`src/rtl/imm_gen_pipe.sv`:
```
// rtl/imm_gen_pipe.sv - registered immediate generator with 1-entry skid buffer
module imm_gen_pipe #(
  parameter int XLEN  = 32,
  parameter int TAG_W = 5
) (
  input  logic             clk,
  input  logic             rst_n,
  input  logic             flush,
  input  logic             in_valid,
  output logic             in_ready,
  input  logic [31:0]      in_inst,
  input  logic [2:0]       in_sel,
  input  logic [TAG_W-1:0] in_tag,
  output logic             out_valid,
  input  logic             out_ready,
  output logic [XLEN-1:0]  out_imm,
  output logic [TAG_W-1:0] out_tag,
  output logic             out_err
);

  localparam logic [2:0] SEL_S    = 3'd0;
  localparam logic [2:0] SEL_B    = 3'd1;
  localparam logic [2:0] SEL_U    = 3'd2;
  localparam logic [2:0] SEL_J    = 3'd3;
  localparam logic [2:0] SEL_I    = 3'd4;
  localparam logic [2:0] SEL_ISH  = 3'd5;
  localparam logic [2:0] SEL_CSR  = 3'd6;

  logic             skid_valid;
  logic [XLEN-1:0]  skid_imm;
  logic [TAG_W-1:0] skid_tag;
  logic             skid_err;

  logic [31:0]      imm32;
  logic [XLEN-1:0]  new_imm;
  logic             new_err;
  logic             in_fire;
  logic             out_free;

  // Opcode bits never contribute to any immediate.
  logic unused_opcode;
  assign unused_opcode = ^in_inst[6:0];

  // Build every format as a 32-bit value whose bit 31 already carries the
  // correct extension bit, so a single signed widening covers RV64.
  always_comb begin
    imm32   = 32'd0;
    new_err = 1'b0;
    case (in_sel)
      SEL_S:   imm32 = {{20{in_inst[31]}}, in_inst[31:25], in_inst[11:7]};
      SEL_B:   imm32 = {{20{in_inst[31]}}, in_inst[7], in_inst[30:25], in_inst[11:8], 1'b0};
      SEL_U:   imm32 = {in_inst[31:12], 12'd0};
      SEL_J:   imm32 = {{12{in_inst[31]}}, in_inst[19:12], in_inst[20], in_inst[30:21], 1'b0};
      SEL_I:   imm32 = {{20{in_inst[31]}}, in_inst[31:20]};
      SEL_ISH: imm32 = (XLEN == 64) ? {26'd0, in_inst[25:20]} : {27'd0, in_inst[24:20]};
      SEL_CSR: imm32 = {27'd0, in_inst[19:15]};
      default: new_err = 1'b1;
    endcase
    new_imm = XLEN'($signed(imm32));
  end

  // in_ready comes straight from a flop so it never sees out_ready.
  assign in_ready = !skid_valid;
  assign in_fire  = in_valid && in_ready;
  assign out_free = !out_valid || out_ready;

  // Output register and skid buffer: skid drains first, then direct loads.
  always_ff @(posedge clk or negedge rst_n) begin
    if (!rst_n) begin
      out_valid  <= 1'b0;
      out_imm    <= '0;
      out_tag    <= '0;
      out_err    <= 1'b0;
      skid_valid <= 1'b0;
      skid_imm   <= '0;
      skid_tag   <= '0;
      skid_err   <= 1'b0;
    end else if (flush) begin
      out_valid  <= 1'b0;
      skid_valid <= 1'b0;
    end else if (out_free) begin
      if (skid_valid) begin
        out_valid  <= 1'b1;
        out_imm    <= skid_imm;
        out_tag    <= skid_tag;
        out_err    <= skid_err;
        skid_valid <= 1'b0;
      end else if (in_fire) begin
        out_valid <= 1'b1;
        out_imm   <= new_imm;
        out_tag   <= in_tag;
        out_err   <= new_err;
      end else begin
        out_valid <= 1'b0;
      end
    end else if (in_fire) begin
      skid_valid <= 1'b1;
      skid_imm   <= new_imm;
      skid_tag   <= in_tag;
      skid_err   <= new_err;
    end
  end

endmodule

```
`config.mk`:
```
export PLATFORM = sky130hd
export DESIGN_NAME = imm_gen_pipe
export DESIGN_NICKNAME = d
export VERILOG_FILES = /design/src/rtl/imm_gen_pipe.sv
export SDC_FILE = /design/constraint.sdc
export NUM_CORES = 1
export LEC_CHECK = 0
export ABC_AREA = 1
export CORE_UTILIZATION = 55
export DETAILED_ROUTE_END_ITERATION = 6
export PLACE_DENSITY = 0.9
export SETUP_SLACK_MARGIN = 0.2
export SYNTH_ARGS = -nofsm -noshare
export SYNTH_HDL_FRONTEND = slang
export SYNTH_SLANG_ARGS = --single-unit
```
`constraint.sdc`:
```
create_clock -name clk -period 2.2 [get_ports clk]
set_input_delay 0.33 -clock clk [delete_from_list [all_inputs] [get_ports clk]]
set_output_delay 0.33 -clock clk [all_outputs]
set_load 0.02 [all_outputs]
```
# --- Word-level counts from Yosys, hierarchy flattened ---
# Cells that the tools add are included.
classes:
  eq_ne: 6
  mux: 15
  n_bitwise: 2
  n_reduce_logical: 11
op_table:
  columns: ["op", "count"]
  rows:
  - ["one-hot mux 32 bit (7 select lines)", 1]
  - ["2-to-1 mux 32 bit", 2]
  - ["2-to-1 mux 1 bit", 10]
  - ["2-to-1 mux 5 bit", 2]
  - ["equality test 3 bit (second input constant)", 3]
  - ["OR reduction 7 bit", 1]
  - ["equality test 3 x 2 -> 1 bit (second input constant)", 2]
  - ["AND reduction 3 bit", 2]
  - ["nonzero test 2 bit", 2]
  - ["equality test 3 x 1 -> 1 bit (second input constant)", 1]
  - ["zero test 3 bit", 1]
  - ["nonzero test 3 bit", 1]
  - ["zero test 1 bit", 2]
  - ["inverter 1 bit", 2]
  - ["logical AND 1 bit", 1]
  - ["logical OR 1 bit", 1]
totals:
  regBits: 78
  wordCells: 42

# --- Depth between registers and ports, before layout ---
# Gate-level depths: netlist of run 1.
logic_depth:
  word_depth: 6
  depth_mapped: 8

# --- Worst setup path after synthesis of run 1 ---
# OpenSTA, ideal clock, no wires.
synth_path:
  path_kind: "register -> register"
  from: "register out_valid"
  to: "register skid_tag[0]"
  setup_time_ns: 0.121
  arrival_time_ns: 1.190
  t_required_ns: 2.079
  path_slack_ns: 0.890
  stages_incl_launch_ff: 7
  n_path_buf: 1
  path_cell_list: "dfrtp_1 nand3_2 nor3_4 inv_2 buf_2 nand2_1 o21ai_1"
synth_via:
  elab_chain_len: 4
synth_lines:
  columns: ["element", "line", "text"]
  rows:
  - ["start: declaration", "14", "output logic out_valid,"]
  - ["start signal: assignment", "70", "out_valid <= 1'b0;"]
  - ["start signal: assignment", "79", "out_valid <= 1'b0;"]
  - ["start signal: assignment", "83", "out_valid <= 1'b1;"]
  - ["zero test 1 bit", "65", "assign out_free = !out_valid || out_ready;"]
  - ["logical OR 1 bit", "65", null]
  - ["inverter 1 bit (no line)", null, null]
  - ["AND reduction 3 bit (no line)", null, null]
  - ["end signal: assignment", "99", "skid_tag <= in_tag;"]
  - ["end: declaration", "31", "logic [TAG_W-1:0] skid_tag;"]
# Every way passes these cells.
# A chain may end at the register's enable or synchronous reset.

# --- Worst setup path in the final report of run 1 ---
layout_path:
  from: "register skid_valid"
  to: "output in_ready"
layout_via:
  elab_chain_len: 1
layout_lines:
  columns: ["element", "line", "text"]
  rows:
  - ["start: declaration", "29", "logic skid_valid;"]
  - ["start signal: assignment", "74", "skid_valid <= 1'b0;"]
  - ["start signal: assignment", "80", "skid_valid <= 1'b0;"]
  - ["start signal: assignment", "87", "skid_valid <= 1'b0;"]
  - ["zero test 1 bit", "63", "assign in_ready = !skid_valid;"]
  - ["end: declaration", "10", "output logic in_ready,"]
# Every way passes these cells.

==> flow_summary.yaml, run 1 <==
clock_tree:
  root_buffer: "clkbuf_8"
  cts.sinks: 78
  cts_buffer_depth: 2
  worstSkewPairLatency_ns: 0.35
  path_clk_slew_ns: 0.08
  cts-buffers-inserted: 9
  cts_tree: "built"
  h-tree-depth: 3
critical_path:
  r2r-end: "out_imm[0]"
  crit_required_ns: 1.87
  critPathLaunchType: "flop"
  path_max_fanout: 9
  r2r_setup_slack_ns: 0.69
  worstSetupPathType: "reg -> out"
  end_kind: "output pin"
  reg2reg_from: "skid_valid"
  rr_worst_depth: 6
  crit_arrival_ns: 1.57
pwr:
  seq_power_share_pct: 46.6
  intPower_w: 0.00275
  power.density_nw_per_um2: 805
  p_switching_w: 0.00121
  switching_share_pct: 30.6
  leakage_nw: 2.54
  power_frac_comb_pct: 25.5
  p_clk_share_pct: 27.9
  ir_drop_uv: 386
  finalPower_w: 0.00397
sta:
  max_freq_mhz: 525
  final-hold-violation-count: 0
  period_needed_ns: 1.90
  tightest_slew_ns: 0.538
  rsz0062_at_grt: "false"
  setup_violations: 0
  fin_skew_ns: 0.00897
  slew_violations: 0
  holdWs_ns: 0.478
  final.setup.tns_ns: 0
  min_period_over_period_pct: 86.5
  slew_headroom_pct: 64.1
synth:
  syn_avg_cell_area_um2: 7.71
  synthesis.area_um2: 3880
  synth.net_count: 548
  synthDistinctLibCells: 24
  yosys_warnings: 0
  synthCells: 503
  synth_top_area_share_pct: 50.3
  ys_seq_area_share_pct: 50.3
  ys_top_cells_by_area: "dfrtp_1 (50%), nand2_1 (19%), nand3_1 (5.4%)"
  yosysTopAreaCell: "dfrtp_1"
  ys_ff_latch: 78
placement:
  place_inst: 659
  numPortBuffers: 77
  dpl.hpwl_um: 6400
  gp_congestion: 0.869
finish:
  layout.cells.non_filler: 676
  fin_util_pct: 72.6
  drive_above_1_share_pct: 8.10
  nFillCells: 486
  area_growth_pct: 27.1
  antennaDiodeCount: 0
  layout.nets: 620
grt:
  use_met1_pct: 38.0
  grt_pass1_wl_um: 15800
  use_met2_pct: 41.5
  grt_max_degree: 47
  grt_pass1_vias: 3392
  grt_usage_pct: 27.3
  overflow: 0
  met3_usage_pct: 4.52
  busiest_layer: "met2"
  antenna_found_initial: 0
worst_hold_path:
  worstHoldPathCells: 2
  holdPathEnd: "skid_imm[29]"
  worstHoldStart: "skid_imm[29]"
  worstHoldPathType: "reg -> reg"
floorplanning:
  die_w_um: 86.0
  core-area_um2: 6790
  start_util_pct: 57.1
  num_rows: 30
  dieArea_um2: 7390
  die_h_um: 86.0
  io_pins: 85
routing:
  drt-pass1-iter-count: 5
  drc: 0
  drt_iter0_drc: 324
  via_count: 3660
  finalWirelength_um: 9450
  routedWlPerCell_um: 14.0
  vias_per_cell: 5.41
  final_antenna_net_count: 0
outcome:
  status: "complete, no violations"
flow_run:
  drv_cap: 0
registers in the layout (all words and copies together) (netlist names):
name        flops
skid_tag        5
skid_imm       32
out_imm        32
out_valid       1
skid_valid      1
out_err         1
skid_err        1
out_tag         5
cell type report:
cell class	instances	area (um^2)	share of cell area, %
clock buffer	11	151	3.07
clock inverter	5	57.6	1.17
inverter	45	169	3.43
multi-input combinational	351	1590	32.2
sequential	78	1950	39.6
tap	96	120	2.44
timing repair buffer	90	893	18.1
metal layers:
metal | part of all wire (%) | vias to the layer above
li1 | - | 1753
met1 | 42 | 1698
met2 | 47 | 186
met3 | 8.1 | 23
met4 | 2.8 | 0
met5 | 0 | -
worst max path at each step:
stage,from,end,slack (ns),cells past startpoint
after floorplan,out_valid,skid_tag[0],0.89,6
after global placement,in_sel[2],out_imm[0],0.34,7
after detailed placement,in_sel[1],skid_imm[30],0.31,7
after CTS,skid_valid,in_ready,0.23,2
after global routing,skid_valid,in_ready,0.27,2
final,skid_valid,in_ready,0.30,2
repair_timing:
action | CTS | global route
buffers inserted | 0 | 0
hold endpoints to repair | 42 | 0
resized for setup | 0 | 1
hold buffers | 1 | 0
endpoints found under the setup margin | 0 | 1
cells by family after synthesis:
| kind of cell | count (synthesis) | share of synthesized area, % |
|---|---|---|
| simple gates | 267 | 29.8 |
| compound gates | 84 | 11.0 |
| flops | 78 | 50.3 |
| buf+inv | 74 | 8.90 |
per-stage QoR:
step                      setup slack (ns)  instance area (um^2)
final                                0.297                  4930
after global routing                 0.273                  4930
after CTS                            0.229                  4930
after detailed placement             0.305                  4710
after global placement               0.345                  4710
after floorplan                      0.890                  3880
power groups by stage:
stage	Clock, W	Sequential [W]	Combinational [W]
final	0.00111	0.00185	0.00101
after detailed placement	0	0.00187	0.00100
after global placement	0	0.00186	0.000967
after floorplan	0	0.00199	0.000426
after CTS	0.00112	0.00185	0.00101
after global routing	0.00118	0.00188	0.00112
cell usage in the layout, fill, tap and decap left out:
cell type / count
inv_1: 40
clkinv_4: 2
dfrtp_1: 77
nand2_1: 192
dfrtp_2: 1
inv_2: 4
nand2_4: 1
bufinv_16: 1
nand2_2: 5
clkbuf_8: 11
nor2_1: 7
o21ai_1: 22
nand3_2: 1
nor3_4: 2
dlygate4sd3_1: 1
nand4_1: 13
a21boi_1: 1
nand3_4: 1
nand3_1: 42
clkdlybuf4s50_1: 76
a21oi_1: 28
clkinv_2: 2
nor2_2: 1
o21ai_0: 32
clkinv_1: 1
o211ai_1: 1
buf_12: 2
or2_2: 2
buf_4: 11
synth_stat cells (all sizes together):
| library cell | number |
|---|---|
| clkbuf | 4 |
| nor3 | 2 |
| a21boi | 1 |
| buf | 25 |
| or2 | 2 |
| clkinv | 1 |
| dfrtp | 78 |
| nor2 | 8 |
| nand3 | 44 |
| o21ai | 54 |
| nand2 | 198 |
| o211ai | 1 |
| inv | 44 |
| a21oi | 28 |
| nand4 | 13 |
worst max-delay path, cell delays in order (launching register included):
cell and delay, ns:
dfrtp_2 0.50, inv_1 0.12, clkdlybuf4s50_1 0.61
Note: power is estimated with default switching activity, not from simulation.
==> inputs of run 2 (changes only) <==
--- a/config.mk
+++ b/config.mk
@@ -9,7 +9,6 @@
 export CORE_UTILIZATION = 55
 export DETAILED_ROUTE_END_ITERATION = 6
 export PLACE_DENSITY = 0.9
-export SETUP_SLACK_MARGIN = 0.2
 export SYNTH_ARGS = -nofsm -noshare
 export SYNTH_HDL_FRONTEND = slang
 export SYNTH_SLANG_ARGS = --single-unit
==> flow_summary.yaml, run 2 (same netlist as run 1, synthesis figures left out) <==
clock_tree:
  h-tree-depth: 3
  cts.sinks: 78
  path_clk_slew_ns: 0.08
  worstSkewPairLatency_ns: 0.35
  cts-buffers-inserted: 9
  ctsResizeCount: 0
  root_buffer: "clkbuf_8"
  cts_buffer_depth: 2
  cts_tree: "built"
routing:
  via_count: 3659
  vias_per_cell: 5.41
  drc: 0
  drt_iter0_drc: 324
  routedWlPerCell_um: 14.0
  final_antenna_net_count: 0
  drt-pass1-iter-count: 5
  finalWirelength_um: 9480
pwr:
  switching_share_pct: 30.6
  ir_drop_uv: 386
  power.density_nw_per_um2: 805
  intPower_w: 0.00275
  seq_power_share_pct: 46.6
  leakage_nw: 2.54
  p_clk_share_pct: 27.9
  power_frac_comb_pct: 25.5
  finalPower_w: 0.00397
  p_switching_w: 0.00121
critical_path:
  critPathLaunchType: "flop"
  end_kind: "output pin"
  rr_worst_depth: 5
  worst-path-buf-inv: 2
  path_cells: "inv_1, clkdlybuf4s50_1"
  crit_required_ns: 1.87
  reg2reg_from: "skid_valid"
  r2r-end: "out_imm[29]"
  path_max_fanout: 9
  crit_arrival_ns: 1.64
  crit_family: "buffers and inverters"
  slowest_delay_ns: 0.61
  worstSetupPathType: "reg -> out"
  slowest_stage: "clkdlybuf4s50_1"
  r2r_setup_slack_ns: 0.59
outcome:
  status: "complete, no violations"
grt:
  grt_usage_pct: 27.3
  grt_max_degree: 47
  antenna_found_initial: 0
  grt_pass1_wl_um: 15800
  overflow: 0
  grt_pass1_vias: 3392
floorplanning:
  io_pins: 85
  core-area_um2: 6790
  num_rows: 30
  die_h_um: 86.0
  die_w_um: 86.0
  start_util_pct: 57.1
  dieArea_um2: 7390
placement:
  gp_congestion: 0.869
  placed_cell_area_um2: 4710
  dpl.hpwl_um: 6400
  place_ws_ns: 0.305
  numPortBuffers: 77
finish:
  top_regs: "out_imm: 32 flops, skid_imm: 32 flops"
  fin_util_pct: 72.5
  area_growth_pct: 27.0
  final_area_um2: 4930
  most-common-layout-cells: "nand2_1 (192), dfrtp_1 (78), clkdlybuf4s50_1 (76), nand3_1 (42), inv_1 (40)"
  drive_above_1_share_pct: 7.93
  final_common_cell: "nand2_1"
  antennaDiodeCount: 0
  layout.nets: 620
sta:
  final-hold-violation-count: 0
  finalWorstSetupSlack_ns: 0.228
  fin_skew_ns: 0.00898
  slew_headroom_pct: 64.1
  max_freq_mhz: 507
  setup_violations: 0
  slew_violations: 0
  period_needed_ns: 1.97
  rsz0062_at_grt: "false"
  final.setup.tns_ns: 0
  tightest_slew_ns: 0.539
  min_period_over_period_pct: 89.7
flow_run:
  drv_cap: 0
worst_hold_path:
  worstHoldPathCells: 2
  worstHoldPathType: "reg -> reg"
  holdPathEnd: "skid_imm[29]"
  worstHoldStart: "skid_imm[29]"
==> run 2: cell counts in the layout (fill, tap and decap cells not counted) <==
Identical to the previous run, type by type.
==> run 2: worst max-delay path by stage <==
stage | from | end | slack [ns] | depth (start not counted)
final | skid_valid | in_ready | 0.23 | 2
after global routing | skid_valid | in_ready | 0.20 | 2
after floorplan | out_valid | skid_tag[0] | 0.89 | 6
after CTS | skid_valid | in_ready | 0.23 | 2
after detailed placement | in_sel[1] | skid_imm[30] | 0.31 | 7
after global placement | in_sel[2] | out_imm[0] | 0.34 | 7
==> run 2: cell type report <==
type,instances,area (um^2)
clock inverters,5,57.6
fillers,487,1870
flip-flops and latches,78,1950
multi-input cells,351,1590
inverters,45,169
repair buffers,90,893
clock buffers,11,151
well taps,96,120
==> run 2: worst reg2reg max path, stage by stage (launching register included) <==
cell	delay [ns]
dfrtp_1	0.59
inv_1	0.13
buf_4	0.29
or2_2	0.36
nand3_1	0.09
nand2_1	0.05
==> run 2: power groups by stage <==
stage	Sequential [W]	Clock [W]	Combinational, W
after CTS	0.00185	0.00112	0.00101
after global routing	0.00188	0.00118	0.00112
after global placement	0.00186	0	0.000967
after detailed placement	0.00187	0	0.00100
final	0.00185	0.00111	0.00101
after floorplan	0.00199	0	0.000426
==> run 2: repair_timing <==
action / 4_1_cts / 5_1_grt
hold endpoints to repair: 42 / 0
hold buffers: 1 / 0
buffers inserted: 0 / 0
==> run 2: per-layer routing <==
metal  vias up  track usage (%)  routed length (um)
met5         -                0                   0
met4         0             13.5                 263
met3        23             4.52                 746
met2       181             41.5                4450
met1      1702             38.0                4010
li1       1753                -                   -
==> run 2: metrics by stage <==
stage          hold WS [ns]  instances
2_1_floorplan        0.0344        503
3_3_place_gp          0.345        659
3_5_place_dp          0.353        659
4_1_cts               0.478        676
5_1_grt               0.497        676
6_report              0.478        676
